[src/rtl/consmax_lut_loader_if.sv]
// consmax_lut_loader_if: SPI byte stream into the loader and FP LUT write port out of it.
interface consmax_lut_loader_if #(
    parameter int EXP_BIT = 8,
    parameter int MAT_BIT = 7,
    parameter int IDATA_BIT = 8
);
    localparam int LUT_ADDR = IDATA_BIT >> 1;
    localparam int LUT_DATA = EXP_BIT + MAT_BIT + 1;
    logic [7:0] in_data;
    logic in_valid;
    logic in_ready;
    logic [LUT_ADDR:0] lut_waddr;
    logic lut_wen;
    logic [LUT_DATA-1:0] lut_wdata;
    modport master (output in_data, in_valid, input in_ready, lut_waddr, lut_wen, lut_wdata);
    modport slave (input in_data, in_valid, output in_ready, lut_waddr, lut_wen, lut_wdata);
endinterface

[src/rtl/consmax_lut_loader.sv]
// consmax_lut_loader: loads the consmax shift config and both FP LUT halves from a byte stream.
// Define CONSMAX_LUT_CHECKSUM_EN to append an XOR checksum byte that drives the sticky chk_err.
module consmax_lut_loader #(
    parameter int CDATA_BIT = 8,
    parameter int EXP_BIT = 8,
    parameter int MAT_BIT = 7,
    parameter int IDATA_BIT = 8
) (
    input  logic clk,
    input  logic rstn,
    input  logic start,
    input  logic abort,
    consmax_lut_loader_if.slave bus,
    output logic [CDATA_BIT-1:0] cfg_consmax_shift,
    output logic busy,
    output logic done,
    output logic chk_err
);
    localparam int LUT_ADDR = IDATA_BIT >> 1;
    localparam int LUT_DATA = EXP_BIT + MAT_BIT + 1;
    localparam int HI_BIT = LUT_DATA - 8;

    typedef enum logic [2:0] {
        IDLE, SHIFT, LO, HI, WRITE
`ifdef CONSMAX_LUT_CHECKSUM_EN
        , CHK
`endif
    } state_t;

    state_t state;
    logic [LUT_ADDR:0] cnt;
    logic [7:0] lo_q;
    logic xfer;

`ifdef CONSMAX_LUT_CHECKSUM_EN
    assign bus.in_ready = state inside {SHIFT, LO, HI, CHK};
`else
    assign bus.in_ready = state inside {SHIFT, LO, HI};
`endif
    assign busy = state != IDLE;
    assign xfer = bus.in_valid && bus.in_ready;

    always_ff @(posedge clk or negedge rstn) begin
        if (!rstn) begin
            state <= IDLE;
            cnt <= '0;
            lo_q <= '0;
            cfg_consmax_shift <= '0;
            bus.lut_waddr <= '0;
            bus.lut_wdata <= '0;
            bus.lut_wen <= 1'b0;
            done <= 1'b0;
        end else begin
            bus.lut_wen <= 1'b0;
            done <= 1'b0;
            if (abort) begin
                state <= IDLE;
            end else begin
                case (state)
                    IDLE: if (start) begin
                        state <= SHIFT;
                        cnt <= '0;
                    end
                    SHIFT: if (xfer) begin
                        cfg_consmax_shift <= CDATA_BIT'(bus.in_data);
                        state <= LO;
                    end
                    LO: if (xfer) begin
                        lo_q <= bus.in_data;
                        state <= HI;
                    end
                    // write strobe is registered here so it is visible during the WRITE cycle
                    HI: if (xfer) begin
                        bus.lut_wen <= 1'b1;
                        bus.lut_waddr <= cnt;
                        bus.lut_wdata <= {HI_BIT'(bus.in_data), lo_q};
                        state <= WRITE;
                    end
                    WRITE: if (&cnt) begin
`ifdef CONSMAX_LUT_CHECKSUM_EN
                        state <= CHK;
`else
                        state <= IDLE;
                        done <= 1'b1;
`endif
                    end else begin
                        cnt <= cnt + (LUT_ADDR+1)'(1);
                        state <= LO;
                    end
`ifdef CONSMAX_LUT_CHECKSUM_EN
                    CHK: if (xfer) begin
                        state <= IDLE;
                        done <= 1'b1;
                    end
`endif
                    default: state <= IDLE;
                endcase
            end
        end
    end

`ifdef CONSMAX_LUT_CHECKSUM_EN
    logic [7:0] xor_q;
    always_ff @(posedge clk or negedge rstn) begin
        if (!rstn) begin
            xor_q <= '0;
            chk_err <= 1'b0;
        end else if (!abort) begin
            if (state == IDLE && start) begin
                xor_q <= '0;
                chk_err <= 1'b0;
            end else if (xfer && state != CHK) begin
                xor_q <= xor_q ^ bus.in_data;
            end else if (xfer && bus.in_data != xor_q) begin
                chk_err <= 1'b1;
            end
        end
    end
`else
    assign chk_err = 1'b0;
`endif
endmodule

[src/flat_wrapper.sv]
// flat-port wrapper written by rule: the top's interface ports become plain ports
module consmax_lut_loader_flat 
#(
    parameter int CDATA_BIT = 8,
    parameter int EXP_BIT = 8,
    parameter int MAT_BIT = 7,
    parameter int IDATA_BIT = 8
)
  (clk, rstn, start, abort, cfg_consmax_shift, busy, done, chk_err, bus_in_data, bus_in_valid, bus_in_ready, bus_lut_waddr, bus_lut_wen, bus_lut_wdata);
  consmax_lut_loader_if #(.EXP_BIT(EXP_BIT), .MAT_BIT(MAT_BIT), .IDATA_BIT(IDATA_BIT)) bus_i ();
  input  logic clk;
  input  logic rstn;
  input  logic start;
  input  logic abort;
  output logic [CDATA_BIT-1:0] cfg_consmax_shift;
  output logic busy;
  output logic done;
  output logic chk_err;
  input wire logic [$bits(bus_i.in_data)-1:0] bus_in_data;
  input wire logic [$bits(bus_i.in_valid)-1:0] bus_in_valid;
  output wire logic [$bits(bus_i.in_ready)-1:0] bus_in_ready;
  output wire logic [$bits(bus_i.lut_waddr)-1:0] bus_lut_waddr;
  output wire logic [$bits(bus_i.lut_wen)-1:0] bus_lut_wen;
  output wire logic [$bits(bus_i.lut_wdata)-1:0] bus_lut_wdata;
  assign bus_i.in_data = bus_in_data;
  assign bus_i.in_valid = bus_in_valid;
  assign bus_in_ready = bus_i.in_ready;
  assign bus_lut_waddr = bus_i.lut_waddr;
  assign bus_lut_wen = bus_i.lut_wen;
  assign bus_lut_wdata = bus_i.lut_wdata;
  consmax_lut_loader #(.CDATA_BIT(CDATA_BIT), .EXP_BIT(EXP_BIT), .MAT_BIT(MAT_BIT), .IDATA_BIT(IDATA_BIT)) u_core (.clk(clk), .rstn(rstn), .start(start), .abort(abort), .bus(bus_i), .cfg_consmax_shift(cfg_consmax_shift), .busy(busy), .done(done), .chk_err(chk_err));
endmodule
[config.mk]
export PLATFORM = sky130hd
export DESIGN_NAME = consmax_lut_loader_flat
export DESIGN_NICKNAME = d
export VERILOG_FILES = /design/src/rtl/consmax_lut_loader_if.sv /design/src/rtl/consmax_lut_loader.sv /design/src/flat_wrapper.sv
export SDC_FILE = /design/constraint.sdc
export NUM_CORES = 1
export LEC_CHECK = 0
export ABC_AREA = 1
export BUFFER_PORTS_ARGS = -buffer_cell sky130_fd_sc_hd__buf_2
export CAP_MARGIN = 20
export CORE_UTILIZATION = 40
export DETAILED_ROUTE_END_ITERATION = 8
export SLEW_MARGIN = 10
export SYNTH_ARGS = -nofsm -noshare
export SYNTH_HDL_FRONTEND = slang
export SYNTH_SLANG_ARGS = --single-unit
[constraint.sdc]
create_clock -name clk -period 3.1 [get_ports clk]
set_input_delay 0.31 -clock clk [delete_from_list [all_inputs] [get_ports clk]]
set_output_delay 0.31 -clock clk [all_outputs]
set_load 0.05 [all_outputs]
# ---- Word-level counts from Yosys, hierarchy flattened
# Index checks and enable logic that the tools add are counted.
dict set report op_classes {
  add_sub_neg 1
  n_eq_ne 10
  mux 16
  n_bitwise 1
  n_reduce_logical 11
}
# cell n
set ops {}
lappend ops {{$mux 3} 5}
lappend ops {{$pmux 3 s5} 1}
lappend ops {{$mux 5} 2}
lappend ops {{$pmux 5 s2} 1}
lappend ops {{$ne 3x2->1 const B} 3}
lappend ops {{$reduce_and 3->1} 3}
lappend ops {{$reduce_and 4->1} 2}
lappend ops {{$eq 3x2->1 const B} 2}
lappend ops {{$mux 1} 6}
lappend ops {{$reduce_bool 3->1} 2}
lappend ops {{$add 5x1->5 const B} 1}
lappend ops {{$reduce_and 5->1} 1}
lappend ops {{$ne 2x2->1 const B} 2}
lappend ops {{$eq 3x1->1 const B} 1}
lappend ops {{$eq 3x3->1 const B} 1}
lappend ops {{$logic_not 3->1} 1}
lappend ops {{$ne 3x3->1 const B} 1}
lappend ops {{$mux 2} 1}
lappend ops {{$reduce_bool 2->1} 1}
lappend ops {{$logic_and 1x1->1} 1}
lappend ops {{$not 1->1} 1}
dict set report totals {
  reg_bits 47
  inputBits 13
  out_inout_bits 34
  word_cells 47
}

# ---- Longest topological paths before layout
# Gate-level depths: netlist of the first run.
dict set report logic_depth {
  ltp_word 6
  ltp_mapped 9
  ltp_nobuf 9
}

# ---- Worst setup path after synthesis of the first run
# OpenSTA, ideal clock, no wires.
dict set report synth_timing {
  path_kind {flip-flop to flip-flop}
  start {reg u_core.state[1]}
  end {reg u_core.cfg_consmax_shift[5]}
  setup_time_ns 0.122
  arrival_ns 1.712
  t_required_ns 2.978
  setup_slack_ns 1.266
  stages_incl_launch_ff 7
  n_path_buf 1
  synth_period_minus_slack_ns 1.834
  path_cell_list {dfrtp_1 -> nor2_2 -> nor2_1 -> nand2_2 -> buf_6 -> nand2_1 -> o21ai_1}
}
dict set report synth_via {
  elab_chain_cells 4
  elab_cells_between_ends 6
  classes_between {eq/ne (3); reduce/logical (3)}
}
# item line_no
set synth_lines {}
lappend synth_lines {{from (decl)} consmax_lut_loader.sv:30} ;# state_t state;
lappend synth_lines {{from (signal assigned)} consmax_lut_loader.sv:45} ;# state <= IDLE;
lappend synth_lines {{from (signal assigned)} consmax_lut_loader.sv:57} ;# state <= IDLE;
lappend synth_lines {{from (signal assigned)} consmax_lut_loader.sv:61} ;# state <= SHIFT;
lappend synth_lines {{$eq 3x1->1 / $eq 3x2->1 (equally long branches)} consmax_lut_loader.sv:38} ;# assign bus.in_ready = state inside {SHIFT, LO, HI};
lappend synth_lines {{$reduce_bool 3->1 (*)} consmax_lut_loader.sv:38}
lappend synth_lines {{named net bus_in_ready} flat_wrapper.sv:21} ;# output wire logic [$bits(bus_i.in_ready)-1:0] bus_in_ready;
lappend synth_lines {{$logic_and 1x1->1 (*)} consmax_lut_loader.sv:41} ;# assign xfer = bus.in_valid && bus.in_ready;
lappend synth_lines {{$reduce_and 3->1 (no source line) (*)} n/a}
lappend synth_lines {{to (signal assigned)} consmax_lut_loader.sv:65} ;# cfg_consmax_shift <= CDATA_BIT'(bus.in_data);
lappend synth_lines {{to (decl)} consmax_lut_loader.sv:14} ;# output logic [CDATA_BIT-1:0] cfg_consmax_shift,
# Mark *: on every way through the listed nets, which the timed path passes. The rest lies on a longest branch.
# A chain may end at the register's enable or synchronous reset.

# ---- Worst setup path after layout of the first run
dict set report layout_timing {
  start {reg u_core.state[1]}
  end {reg u_core.bus.lut_wdata[9]}
}
dict set report layout_via {
  elab_chain_cells 4
  elab_cells_between_ends 6
  classes_between {eq/ne (3); reduce/logical (3)}
}
# item line_no
set layout_lines {}
lappend layout_lines {{$eq 3x1->1 (tied with other cells)} consmax_lut_loader.sv:38}
lappend layout_lines {{$reduce_bool 3->1} consmax_lut_loader.sv:38}
lappend layout_lines {{$logic_and 1x1->1} consmax_lut_loader.sv:41}
lappend layout_lines {{$reduce_and 3->1 (no source line) (*)} n/a}
lappend layout_lines {{to (signal assigned)} consmax_lut_loader.sv:76} ;# bus.lut_wdata <= {HI_BIT'(bus.in_data), lo_q};
lappend layout_lines {{to (decl)} consmax_lut_loader_if.sv:16} ;# modport slave (input in_data, in_valid, output in_ready, lut_waddr, lut_wen, lut_wdata);
# Mark *: on every way between the ends. The rest lies on a longest branch, timed or not.

==> impl_metrics.prom, run 1 <==
# TYPE chip_impl_metric gauge
chip_impl_metric{name="finalWeightedCongestion",unit=""} 0.830
chip_impl_metric{name="drt_iter0_drc",unit=""} 55
chip_impl_metric{name="layout.nets",unit=""} 283
chip_impl_info{name="endpoint_kind",value="register"} 1
chip_impl_metric{name="drt_pass1_iterations",unit=""} 4
chip_impl_metric{name="m1WireLength",unit="um"} 1910
chip_impl_info{name="worst_setup_path_start_kind",value="register"} 1
chip_impl_metric{name="grt_antenna_before_repair",unit=""} 0
chip_impl_metric{name="route.detailed.wl_per_inst",unit="um"} 11.6
chip_impl_metric{name="clk_pin_slew_worst_paths",unit="ns"} 0.09
chip_impl_metric{name="synth_compound_gate_area_share",unit="%"} 11.9
chip_impl_metric{name="peakVddDrop",unit="uV"} 466
chip_impl_metric{name="cp_data_required_time",unit="ns"} 3.33
chip_impl_metric{name="finClkSkew",unit="ns"} 0.00403
chip_impl_metric{name="timing_max_transition_violations_final",unit=""} 0
chip_impl_metric{name="tightest_slew",unit="ns"} 0.771
chip_impl_metric{name="synth_mux_area_share",unit="%"} 0
chip_impl_metric{name="drtAntennaViolNets",unit=""} 0
chip_impl_metric{name="grt_pass1_wl",unit="um"} 6870
chip_impl_metric{name="post_route_cells_drive_above_1_share",unit="%"} 27.1
chip_impl_metric{name="synth_seq_cells",unit=""} 47
chip_impl_metric{name="powerDensity",unit="mW/mm^2"} 1040
chip_impl_metric{name="clock_path_buffers",unit=""} 2
chip_impl_metric{name="cell_variety_after_synth",unit=""} 23
chip_impl_metric{name="clock_insertion_delay_worst_skew",unit="ns"} 0.30
chip_impl_metric{name="clock_sink_count",unit=""} 47
chip_impl_metric{name="mappedNetlistArea",unit="sq mm"} 0.00202
chip_impl_metric{name="vias_in_the_first_global_route",unit=""} 1508
chip_impl_info{name="worst-setup-path-type",value="register to register"} 1
chip_impl_metric{name="detailroute.via_count",unit=""} 1574
chip_impl_metric{name="die_height",unit="um"} 73.1
chip_impl_metric{name="leakage_power_summed_over_all_cells",unit="nW"} 1.31
chip_impl_metric{name="post-route-period-util",unit="%"} 56.7
chip_impl_metric{name="num_io_pins",unit=""} 47
chip_impl_metric{name="setup-violations-final",unit=""} 0
chip_impl_info{name="tritoncts",value="built"} 1
chip_impl_metric{name="floorplan.die_area",unit="sq mm"} 0.00535
chip_impl_metric{name="viasPerCell",unit=""} 4.68
chip_impl_metric{name="min_period",unit="ns"} 1.76
chip_impl_metric{name="fmax",unit="GHz"} 0.569
chip_impl_metric{name="cp_data_arrival_time",unit="ns"} 1.99
chip_impl_info{name="dominantRegCellSynth",value="sky130_fd_sc_hd__dfrtp_1"} 1
chip_impl_metric{name="floorplan.die.width",unit="um"} 73.1
chip_impl_metric{name="overflow",unit=""} 0
chip_impl_info{name="synth_top_family_by_area",value="simple AND/OR/NAND/NOR gates"} 1
chip_impl_info{name="maxUsedRoutingLayer",value="met4"} 1
chip_impl_info{name="min_path_type",value="primary input to register"} 1
chip_impl_metric{name="synth_enable_flop_cells",unit=""} 0
chip_impl_metric{name="share_of_async_settable_or_async_resettable_flops_after_synthesis",unit="%"} 100
chip_impl_metric{name="met2_wire_length",unit="um"} 1770
chip_impl_metric{name="synth-seq-area-share",unit="%"} 58.1
chip_impl_metric{name="timing.setup.tns",unit="ns"} 0
chip_impl_metric{name="detail_route.wirelength",unit="um"} 3900
chip_impl_metric{name="cts_h_tree_depth",unit=""} 2
chip_impl_metric{name="relSlewSlack",unit="%"} 48.5
chip_impl_metric{name="yosys.area_share.adder",unit="%"} 1.24
chip_impl_info{name="result_of_the_run",value="finished, final reports clean"} 1
chip_impl_metric{name="cts-buffers-inserted",unit=""} 5
chip_impl_metric{name="syn_inst",unit=""} 222
chip_impl_info{name="rsz0062_at_grt",value="false"} 1
chip_impl_metric{name="placement.io_buffers",unit=""} 45
chip_impl_metric{name="post_cts.resized_instances",unit=""} 0
chip_impl_metric{name="critical_path.max_fanout",unit=""} 32
chip_impl_metric{name="synthXorXnorAreaFrac",unit="%"} 0
chip_impl_metric{name="syn2layout_area_growth",unit="%"} 19.7
chip_impl_metric{name="mappedNetlistNets",unit=""} 237
chip_impl_metric{name="grt_max_degree",unit=""} 48
chip_impl_metric{name="floorplan.initialDensity",unit="%"} 42.3
chip_impl_metric{name="power.total",unit="mW"} 2.51
chip_impl_metric{name="synth-simple-area-share",unit="%"} 21.8
chip_impl_metric{name="timing.max_cap.violations",unit=""} 0
chip_impl_metric{name="avgSynthCellArea",unit="sq um"} 9.11
chip_impl_metric{name="total_of_warnings_raised_by_yosys",unit=""} 0
chip_impl_metric{name="design.core.area",unit="sq mm"} 0.00479
chip_impl_metric{name="diode_insertion_count_for_antenna_repair",unit=""} 0
chip_impl_metric{name="gr-usage-all-layers",unit="%"} 16.8
chip_impl_metric{name="dpl.hpwl",unit="um"} 2720
chip_impl_metric{name="drc_errors",unit=""} 0
chip_impl_metric{name="timing_hold_violations_final",unit=""} 0
chip_impl_metric{name="met3_length",unit="um"} 165
chip_impl_metric{name="rows",unit=""} 25
chip_impl_info{name="cts-root-buf",value="sky130_fd_sc_hd__clkbuf_8"} 1
chip_impl_metric{name="num-fill-cells",unit=""} 484
==> repair_timing <==
item                                   4_1_cts  5_1_grt
endpoints found under the hold margin        0       14
buffers inserted                             0        0
hold buffers                                 0        1
==> per-stage QoR <==
stage               cell area (sq um)  setup WS, ns  hold slack (ns)  instances  utilization [%]
floorplan                        2020          1.27           0.0144        222                -
global placement                 2270          1.39            0.460        326             47.5
detailed placement               2270          1.33            0.463        326             47.5
CTS                              2390          1.31            0.204        334             50.0
global route                     2420          1.11            0.208        336             50.6
finish                           2420          1.34            0.210        336             50.6
==> sequential cells by signal (all words and copies together) (netlist names) <==
| register | flops |
|---|---|
| u_core.cnt | 5 |
| u_core.bus.lut_wen | 1 |
| u_core.bus.lut_waddr | 5 |
| u_core.done | 1 |
| u_core.state | 3 |
| u_core.bus.lut_wdata | 16 |
| u_core.cfg_consmax_shift | 8 |
| u_core.lo_q | 8 |
==> report_power, final <==
group | total [mW] | switching (mW) | internal [mW]
Combinational | 1.11 | 0.860 | 0.251
Sequential | 0.927 | 0.119 | 0.808
Clock | 0.472 | 0.207 | 0.265
Total | 2.51 | 1.19 | 1.32
==> final timing paths <==
path	start	depth (start not counted)	to	slack [ns]
max	u_core.state[1]	6	u_core.bus.lut_wdata[9]	1.34
min	abort	2	u_core.done	0.21
min in group asynchronous	rstn	2	u_core.cfg_consmax_shift[0]	0.46
max reg2reg	u_core.state[1]	6	u_core.bus.lut_wdata[9]	1.34
max in group asynchronous	rstn	3	u_core.bus.lut_wdata[3]	2.15
min reg2reg	u_core.lo_q[4]	2	u_core.bus.lut_wdata[4]	0.48
==> synthesized netlist by cell type, types with 3 or more instances <==
cell / count / share of area, %
sky130_fd_sc_hd__nand3_1: 11 / 2.7
sky130_fd_sc_hd__a21oi_2: 8 / 3.5
sky130_fd_sc_hd__dfrtp_1: 47 / 58
sky130_fd_sc_hd__a21oi_1: 5 / 1.2
sky130_fd_sc_hd__nand2_2: 3 / 0.93
sky130_fd_sc_hd__o21ai_0: 21 / 5.2
sky130_fd_sc_hd__nor2_1: 16 / 3.0
sky130_fd_sc_hd__nand2_1: 63 / 12
sky130_fd_sc_hd__inv_1: 18 / 3.3
sky130_fd_sc_hd__o21ai_1: 8 / 2.0
sky130_fd_sc_hd__buf_6: 3 / 1.7
==> kinds of logic after synthesis <==
kind of cell / count (synthesis)
flip-flops: 47
adder cells (fa/ha/maj): 2
buffers and inverters: 28
AO/OA/AOI/OAI: 42
AND/OR/NAND/NOR: 102
other: 1
==> worst max-delay path, stage by stage, from the launching register on <==
cell and delay [ns]:
sky130_fd_sc_hd__dfrtp_1 0.45, sky130_fd_sc_hd__inv_2 0.09, sky130_fd_sc_hd__nor2_4 0.10, sky130_fd_sc_hd__nand2_2 0.16
sky130_fd_sc_hd__nor2_4 0.63, sky130_fd_sc_hd__nor2_1 0.12, sky130_fd_sc_hd__a21oi_2 0.14
==> cells in the final DEF, fill, tap and decap left out, drive strengths merged <==
| master | instances |
|---|---|
| a21oi | 13 |
| buf | 46 |
| bufinv | 1 |
| clkbuf | 6 |
| conb | 1 |
| dfrtp | 47 |
| dlygate4sd3 | 1 |
| ha | 2 |
| inv | 21 |
| nand2 | 66 |
| nand3 | 12 |
| nand4 | 1 |
| nor2 | 20 |
| nor3 | 3 |
| o21ai | 29 |
==> per-layer routing <==
metal,global-route usage (%),up-vias
met1,22.1,733
li1,-,798
met2,27.4,36
met4,5.88,0
met5,0,-
met3,3.59,7
==> layout make-up <==
| class | instances | area, sq um | area share [%] |
|---|---|---|---|
| clock inverters | 2 | 38.8 | 1.60 |
| well taps | 67 | 83.8 | 3.46 |
| repair buffers | 47 | 255 | 10.5 |
| inverters | 20 | 75.1 | 3.10 |
| multi-input cells | 147 | 711 | 29.3 |
| flip-flops and latches | 47 | 1180 | 48.6 |
| clock buffers | 6 | 82.6 | 3.41 |
No activity file was read; power rests on OpenSTA's default activity.
==> run 2, diff against run 1 <==
- ABC_AREA: 1 -> 0
- clock period: 3.1 -> 1.8 ns (I/O delays scaled with it)
==> run 2 against run 1 <==
Clock skew is 0.0053 ns higher. Design area is 1.3% lower. Combinational power fell by 19%. Worst hold slack worse by 0.091 ns. Global-route usage is 0.82 points lower. Critical endpoint is now busy. First-iteration DRC count shrank 40%. Critical path depth shrank 4.
==> impl_metrics.prom, run 2 <==
# TYPE chip_impl_metric gauge
chip_impl_info{name="result_of_the_run",value="finished, final reports clean"} 1
chip_impl_metric{name="post_route_cells_drive_above_1_share",unit="%"} 58.0
chip_impl_metric{name="cp_data_required_time",unit="ns"} 1.62
chip_impl_metric{name="share_of_async_settable_or_async_resettable_flops_after_synthesis",unit="%"} 100
chip_impl_metric{name="yosys.area_share.adder",unit="%"} 1.28
chip_impl_metric{name="placement.io_buffers",unit=""} 45
chip_impl_metric{name="min_period",unit="ns"} 1.70
chip_impl_metric{name="syn2layout_area_growth",unit="%"} 22.6
chip_impl_metric{name="postLayoutCoreUtil",unit="%"} 51.0
chip_impl_metric{name="cell_variety_after_synth",unit=""} 27
chip_impl_metric{name="floorplan.die.width",unit="um"} 71.8
chip_impl_metric{name="tightest_slew",unit="ns"} 0.560
chip_impl_metric{name="largest_register_ffs",unit=""} 16
chip_impl_info{name="dominantRegCellSynth",value="sky130_fd_sc_hd__dfrtp_1"} 1
chip_impl_metric{name="synth-seq-area-share",unit="%"} 60.3
chip_impl_metric{name="peakVddDrop",unit="uV"} 935
chip_impl_info{name="tritoncts",value="built"} 1
chip_impl_metric{name="synth_mux_area_share",unit="%"} 21.9
chip_impl_info{name="synth_top_family_by_area",value="multiplexers"} 1
chip_impl_metric{name="switching_part_of_the_total_power",unit="%"} 36.3
chip_impl_metric{name="design.core.area",unit="sq mm"} 0.00469
chip_impl_metric{name="total_of_warnings_raised_by_yosys",unit=""} 0
chip_impl_metric{name="least_setup_slack_across_all_paths_after_layout",unit="ns"} 0.100
chip_impl_metric{name="viasPerCell",unit=""} 4.98
chip_impl_info{name="leading_cell_type_in_the_layout_fill_and_taps_excluded",value="sky130_fd_sc_hd__dfrtp_1"} 1
chip_impl_info{name="largest_registers_in_the_final_layout",value="u_core.bus.lut_wdata x16, u_core.cfg_consmax_shift x8, u_core.lo_q x8"} 1
chip_impl_metric{name="powerDensity",unit="mW/mm^2"} 1270
chip_impl_metric{name="avgSynthCellArea",unit="sq um"} 15.0
chip_impl_info{name="worst_setup_path_start_kind",value="register"} 1
chip_impl_metric{name="rows",unit=""} 25
chip_impl_metric{name="floorplan.initialDensity",unit="%"} 41.6
chip_impl_metric{name="drtAntennaViolNets",unit=""} 0
chip_impl_metric{name="internal_power",unit="mW"} 1.93
chip_impl_metric{name="vias_in_the_first_global_route",unit=""} 1292
chip_impl_info{name="worst-setup-path-type",value="register to output port"} 1
chip_impl_info{name="ys_top_cells_by_count",value="sky130_fd_sc_hd__dfrtp_1, sky130_fd_sc_hd__mux2_2, sky130_fd_sc_hd__nor2_1"} 1
chip_impl_metric{name="clk_pin_slew_worst_paths",unit="ns"} 0.09
chip_impl_metric{name="pre_cts_ws",unit="ns"} 0.0456
chip_impl_metric{name="net-switching-power",unit="mW"} 1.10
chip_impl_metric{name="overflow",unit=""} 0
chip_impl_metric{name="timing.max_cap.violations",unit=""} 0
chip_impl_metric{name="grt_pass1_wl",unit="um"} 6100
chip_impl_metric{name="floorplan.die_area",unit="sq mm"} 0.00516
chip_impl_metric{name="detail_route.wirelength",unit="um"} 3560
chip_impl_info{name="register_with_the_most_flip_flops",value="u_core.bus.lut_wdata"} 1
chip_impl_metric{name="gr-usage-all-layers",unit="%"} 16.0
chip_impl_metric{name="dpl.hpwl",unit="um"} 2660
chip_impl_metric{name="leakage_power_summed_over_all_cells",unit="nW"} 1.29
chip_impl_metric{name="combPwrFrac",unit="%"} 29.5
chip_impl_metric{name="synthXorXnorAreaFrac",unit="%"} 1.35
chip_impl_metric{name="grt_antenna_before_repair",unit=""} 0
chip_impl_info{name="synth_top_area_cell",value="sky130_fd_sc_hd__dfrtp_1"} 1
chip_impl_metric{name="synth_seq_cells",unit=""} 47
chip_impl_metric{name="die_height",unit="um"} 71.8
chip_impl_metric{name="detailroute.via_count",unit=""} 1204
chip_impl_metric{name="post-synth-top-area-fraction",unit="%"} 60.3
chip_impl_metric{name="finClkSkew",unit="ns"} 0.00931
chip_impl_metric{name="clock_sink_count",unit=""} 47
chip_impl_metric{name="synth_compound_gate_area_share",unit="%"} 3.01
chip_impl_metric{name="layout.nets",unit=""} 202
chip_impl_info{name="min_path_type",value="primary input to register"} 1
chip_impl_info{name="mostFrequentLayoutCells",value="sky130_fd_sc_hd__dfrtp_1, sky130_fd_sc_hd__buf_2, sky130_fd_sc_hd__mux2_2"} 1
chip_impl_metric{name="mappedNetlistArea",unit="sq mm"} 0.00195
chip_impl_metric{name="mappedNetlistNets",unit=""} 145
chip_impl_metric{name="clock_path_buffers",unit=""} 2
chip_impl_metric{name="synth_enable_flop_cells",unit=""} 0
chip_impl_metric{name="post-route-period-util",unit="%"} 94.4
chip_impl_info{name="rsz0062_at_grt",value="false"} 1
chip_impl_metric{name="num_io_pins",unit=""} 47
chip_impl_info{name="cts-root-buf",value="sky130_fd_sc_hd__clkbuf_8"} 1
chip_impl_metric{name="drt_iter0_drc",unit=""} 33
chip_impl_metric{name="timing_max_transition_violations_final",unit=""} 0
chip_impl_metric{name="timing_hold_violations_final",unit=""} 0
chip_impl_metric{name="cp_data_arrival_time",unit="ns"} 1.52
chip_impl_metric{name="timing.setup.tns",unit="ns"} 0
chip_impl_metric{name="fmax",unit="GHz"} 0.588
chip_impl_info{name="cell_with_the_most_instances_after_synthesis",value="sky130_fd_sc_hd__dfrtp_1"} 1
chip_impl_metric{name="diode_insertion_count_for_antenna_repair",unit=""} 0
chip_impl_metric{name="grt_max_degree",unit=""} 28
chip_impl_metric{name="num-fill-cells",unit=""} 427
chip_impl_metric{name="syn_inst",unit=""} 130
chip_impl_info{name="endpoint_kind",value="output port"} 1
chip_impl_metric{name="cts_h_tree_depth",unit=""} 2
chip_impl_metric{name="drt_pass1_iterations",unit=""} 4
chip_impl_metric{name="power.total",unit="mW"} 3.03
chip_impl_metric{name="route.detailed.wl_per_inst",unit="um"} 14.7
chip_impl_metric{name="share_seq_of_total_power",unit="%"} 44.6
chip_impl_metric{name="cts-buffers-inserted",unit=""} 5
chip_impl_info{name="netlist_top_cells_area",value="sky130_fd_sc_hd__dfrtp_1, sky130_fd_sc_hd__mux2_2, sky130_fd_sc_hd__buf_6, sky130_fd_sc_hd__xor2_1, sky130_fd_sc_hd__ha_1"} 1
chip_impl_metric{name="synth-simple-area-share",unit="%"} 8.85
chip_impl_metric{name="drc_errors",unit=""} 0
chip_impl_metric{name="clock_insertion_delay_worst_skew",unit="ns"} 0.30
chip_impl_metric{name="relSlewSlack",unit="%"} 62.6
chip_impl_metric{name="setup-violations-final",unit=""} 0
chip_impl_metric{name="critical_path.max_fanout",unit=""} 9
chip_impl_metric{name="finalWeightedCongestion",unit=""} 0.833
chip_impl_metric{name="clkPwrFrac",unit="%"} 25.8
run 2: cell types whose count changed in the layout (fill, tap and decap cells not counted), sizes merged, moves of 11 or more:
cell / before / now
mux2: 0 / 38
nor2: 20 / 7
a21oi: 13 / 0
inv: 21 / 3
nand3: 12 / 1
o21ai: 29 / 3
nand2: 66 / 3
run 2: layer usage:
layer / track usage, % / share of wire, % / vias up
li1: - / - / 571
met1: 19.0 / 42 / 590
met2: 26.4 / 50 / 37
met3: 5.34 / 5.8 / 6
met4: 7.19 / 1.9 / 0
met5: 0 / 0 / -
run 2: area by class of cell:
cell class              instances  area, sq um  share of cell area [%]
clock buffers                   5         68.8                    2.88
clock inverters                 3         47.5                    1.99
inverters                       2         7.51                   0.314
multi-input cells              76          719                    30.1
flip-flops and latches         47         1180                    49.2
well taps                      54         67.6                    2.83
repair buffers                 55          303                    12.7
run 2: path summary, 6_finish.rpt:
check | startpoint | to | slack [ns] | cells after the start
setup / recovery | u_core.state[1] | busy | 0.1 | 2
hold / removal | bus_in_data[5] | u_core.bus.lut_wdata[13] | 0.12 | 2
setup reg to reg | u_core.cnt[1] | u_core.cnt[2] | 0.11 | 8
hold reg to reg | u_core.bus.lut_waddr[1] | u_core.bus.lut_waddr[1] | 0.50 | 1
max in group asynchronous | rstn | u_core.cnt[2] | 0.77 | 3
min in group asynchronous | rstn | u_core.bus.lut_wdata[0] | 0.40 | 2
run 2: stage by stage:
step	instance area, sq um	hold slack (ns)	std cells
6_report	2390	0.119	242
5_1_grt	2390	0.123	242
4_1_cts	2370	0.116	240
3_5_place_dp	2240	0.212	231
3_3_place_gp	2240	0.204	231
2_1_floorplan	1950	-0.116	130
run 2: cells by family after synthesis:
group / Yosys count
mux: 38
compound gates: 8
simple gates: 24
buf+inv: 7
other cells: 1
xor+xnor: 3
flops: 47
fa+ha+maj: 2
run 2: worst max-delay path, stage by stage (launching register included):
cell and delay [ns]:
sky130_fd_sc_hd__dfrtp_2 0.50, sky130_fd_sc_hd__or3_2 0.49, sky130_fd_sc_hd__buf_2 0.22
run 2: repair_timing:
action,CTS,global route
hold endpoints to repair,25,0
endpoints found under the setup margin,0,6
hold buffers,1,0
gates resized for setup,0,4
buffers inserted,0,2
run 2: power by group through the flow:
| stage | Clock (mW) | Sequential, mW | Combinational, mW |
|---|---|---|---|
| floorplan | 0 | 1.79 | 0.249 |
| global placement | 0 | 1.36 | 0.889 |
| finish | 0.784 | 1.35 | 0.895 |
| detailed placement | 0 | 1.37 | 0.903 |
| global route | 0.848 | 1.38 | 0.946 |
| CTS | 0.808 | 1.36 | 0.907 |
==> run 3, diff against run 2 <==
- CORE_ASPECT_RATIO: default -> 1.2
- TNS_END_PERCENT: default -> 1
==> run 3 against run 2 <==
Design area hardly changed. Setup slack better by 0.0057 ns. Utilization is 0.68 points higher. Clock skew is 0.0042 ns lower. Cell count is 0.41% higher. Clock power is 13% higher.
==> impl_metrics.prom, run 3 (synthesis results as in run 2) <==
# TYPE chip_impl_metric gauge
chip_impl_info{name="min-delay-start",value="bus_in_data[5]"} 1
chip_impl_metric{name="layout.nets",unit=""} 199
chip_impl_metric{name="drt_pass1_iterations",unit=""} 4
chip_impl_metric{name="switching_part_of_the_total_power",unit="%"} 33.9
chip_impl_metric{name="cts-buffers-inserted",unit=""} 5
chip_impl_metric{name="grt_antenna_before_repair",unit=""} 0
chip_impl_metric{name="clock_sink_count",unit=""} 47
chip_impl_metric{name="cp_data_arrival_time",unit="ns"} 1.51
chip_impl_metric{name="rows",unit=""} 27
chip_impl_metric{name="timing_max_transition_violations_final",unit=""} 0
chip_impl_metric{name="postCtsSetupBuffers",unit=""} 0
chip_impl_metric{name="largest_register_ffs",unit=""} 16
chip_impl_info{name="register_with_the_most_flip_flops",value="u_core.bus.lut_wdata"} 1
chip_impl_info{name="mostFrequentLayoutCells",value="sky130_fd_sc_hd__dfrtp_1, sky130_fd_sc_hd__buf_2, sky130_fd_sc_hd__mux2_2"} 1
chip_impl_metric{name="worst_path_largest_cell_delay",unit="ns"} 0.50
chip_impl_metric{name="postPlaceCellArea",unit="sq mm"} 0.00224
chip_impl_metric{name="clkPwrFrac",unit="%"} 28.2
chip_impl_info{name="leading_cell_type_in_the_layout_fill_and_taps_excluded",value="sky130_fd_sc_hd__dfrtp_1"} 1
chip_impl_info{name="cp_slowest_cell",value="sky130_fd_sc_hd__dfrtp_2"} 1
chip_impl_info{name="critical_r2r_launch",value="u_core.cnt[1]"} 1
chip_impl_metric{name="grt_pass1_wl",unit="um"} 6150
chip_impl_metric{name="clk_pin_slew_worst_paths",unit="ns"} 0.08
chip_impl_metric{name="floorplan.die.width",unit="um"} 65.7
chip_impl_info{name="critical-path-top-delay-family",value="flip-flops"} 1
chip_impl_metric{name="viasPerCell",unit=""} 5.00
chip_impl_metric{name="clock_insertion_delay_worst_skew",unit="ns"} 0.29
chip_impl_metric{name="setup.reg_to_reg.worst_slack",unit="ns"} 0.14
chip_impl_metric{name="grt_max_degree",unit=""} 24
chip_impl_metric{name="critical_path_buf_inv_count",unit=""} 1
chip_impl_metric{name="diode_insertion_count_for_antenna_repair",unit=""} 0
chip_impl_info{name="worst-setup-path-type",value="register to output port"} 1
chip_impl_metric{name="finalInstanceArea",unit="sq mm"} 0.00239
chip_impl_metric{name="cp_data_required_time",unit="ns"} 1.62
chip_impl_metric{name="detailroute.via_count",unit=""} 1216
chip_impl_metric{name="gr-usage-all-layers",unit="%"} 16.1
chip_impl_metric{name="timing.setup.tns",unit="ns"} 0
chip_impl_metric{name="dpl.hpwl",unit="um"} 2560
chip_impl_metric{name="route.detailed.wl_per_inst",unit="um"} 14.4
chip_impl_metric{name="placement.io_buffers",unit=""} 45
chip_impl_info{name="largest_registers_in_the_final_layout",value="u_core.bus.lut_wdata x16, u_core.cfg_consmax_shift x8, u_core.lo_q x8"} 1
chip_impl_metric{name="timing.max_cap.violations",unit=""} 0
chip_impl_metric{name="finClkSkew",unit="ns"} 0.00512
chip_impl_metric{name="num_io_pins",unit=""} 47
chip_impl_metric{name="vias_in_the_first_global_route",unit=""} 1341
chip_impl_metric{name="floorplan.initialDensity",unit="%"} 42.1
chip_impl_metric{name="drc_errors",unit=""} 0
chip_impl_metric{name="leakage_power_summed_over_all_cells",unit="nW"} 1.28
chip_impl_metric{name="drtAntennaViolNets",unit=""} 0
chip_impl_metric{name="internal_power",unit="mW"} 2.07
chip_impl_metric{name="overflow",unit=""} 0
chip_impl_info{name="rsz0062_at_grt",value="false"} 1
chip_impl_metric{name="die_height",unit="um"} 78.5
chip_impl_metric{name="critical_path.max_fanout",unit=""} 9
chip_impl_info{name="min_path_type",value="primary input to register"} 1
chip_impl_metric{name="finalWeightedCongestion",unit=""} 0.768
chip_impl_metric{name="num-fill-cells",unit=""} 429
chip_impl_metric{name="worstRegToRegCells",unit=""} 8
chip_impl_metric{name="peakVddDrop",unit="uV"} 717
chip_impl_metric{name="worstHoldPathCells",unit=""} 2
chip_impl_metric{name="setup-violations-final",unit=""} 0
chip_impl_metric{name="combPwrFrac",unit="%"} 28.6
chip_impl_metric{name="fmax",unit="GHz"} 0.590
chip_impl_metric{name="powerDensity",unit="mW/mm^2"} 1310
chip_impl_info{name="worstReg2RegEnd",value="u_core.cnt[2]"} 1
chip_impl_info{name="result_of_the_run",value="finished, final reports clean"} 1
chip_impl_info{name="tritoncts",value="built"} 1
chip_impl_info{name="worst_setup_path_start_kind",value="register"} 1
chip_impl_metric{name="post-route-period-util",unit="%"} 94.1
chip_impl_metric{name="floorplan.die_area",unit="sq mm"} 0.00516
chip_impl_metric{name="min_period",unit="ns"} 1.69
chip_impl_info{name="cts-root-buf",value="sky130_fd_sc_hd__clkbuf_8"} 1
chip_impl_metric{name="instances_no_fill",unit=""} 243
chip_impl_info{name="endpoint_kind",value="output port"} 1
chip_impl_metric{name="clock_path_buffers",unit=""} 2
chip_impl_metric{name="post_route_cells_drive_above_1_share",unit="%"} 56.8
chip_impl_metric{name="design.core.area",unit="sq mm"} 0.00463
chip_impl_metric{name="share_seq_of_total_power",unit="%"} 43.2
chip_impl_metric{name="detail_route.wirelength",unit="um"} 3500
chip_impl_metric{name="drt_iter0_drc",unit=""} 33
chip_impl_info{name="crit_chain",value="or3_2, buf_2"} 1
chip_impl_metric{name="timing_hold_violations_final",unit=""} 0
chip_impl_info{name="hold-path-endpoint",value="u_core.bus.lut_wdata[13]"} 1
chip_impl_metric{name="syn2layout_area_growth",unit="%"} 22.5
chip_impl_metric{name="dp_cells",unit=""} 234
chip_impl_metric{name="net-switching-power",unit="mW"} 1.06
chip_impl_metric{name="cts_h_tree_depth",unit=""} 2
-- run 3: worst max path at each step --
stage	startpoint	to	slack [ns]	cells past startpoint
floorplan	u_core.cnt[0]	u_core.cnt[0]	0.09	6
global placement	u_core.cnt[1]	u_core.cnt[0]	0.13	6
detailed placement	u_core.cnt[1]	u_core.cnt[0]	0.06	6
CTS	u_core.state[1]	busy	0.03	2
global route	u_core.cnt[1]	u_core.cnt[2]	0.05	8
finish	u_core.state[1]	busy	0.11	2
-- run 3: per-stage QoR --
step           worst slack, ns  utilization (%)  hold slack (ns)  power, mW
2_1_floorplan           0.0855                -           -0.116       2.04
5_1_grt                 0.0500             51.6            0.126       3.27
4_1_cts                 0.0328             51.5            0.120       3.17
6_report                 0.106             51.6            0.127       3.13
3_3_place_gp             0.135             48.4           0.0227       2.25
3_5_place_dp            0.0600             48.4           0.0287       2.27
-- run 3: worst reg2reg max path, delay by kind of cell, from the launching register on --
kind	cells	cell delay, ns
compound gates	1	0.10
xor+xnor	1	0.16
flops	1	0.41
buf+inv	1	0.13
simple gates	3	0.41
fa+ha+maj	2	0.40
-- run 3: cell type report --
class / count / area (sq um) / share of cell area [%]
clock buffer: 6 / 72.6 / 3.04
timing repair buffer: 52 / 280 / 11.7
inverter: 2 / 7.51 / 0.314
sequential: 47 / 1180 / 49.3
multi-input combinational: 76 / 719 / 30.1
clock inverter: 2 / 60.1 / 2.51
tap: 58 / 72.6 / 3.04
-- run 3: metal layers --
layer,global-route usage [%],part of all wire (%)
met5,0,0
met4,8.04,2.3
met3,4.80,5.1
met2,27.0,52
met1,18.1,40
-- run 3: power groups by stage --
stage	clock (mW)	combinational (mW)	sequential (mW)
after floorplan	0	0.249	1.79
after global placement	0	0.887	1.36
after detailed placement	0	0.900	1.37
after CTS	0.916	0.903	1.36
after global routing	0.951	0.944	1.38
final	0.882	0.893	1.35
-- run 3: what timing repair did --
item | 4_1_cts | 5_1_grt
endpoints found under the setup margin | 0 | 6
gates resized for setup | 0 | 4
hold buffers | 1 | 0
endpoints found under the hold margin | 6 | 0
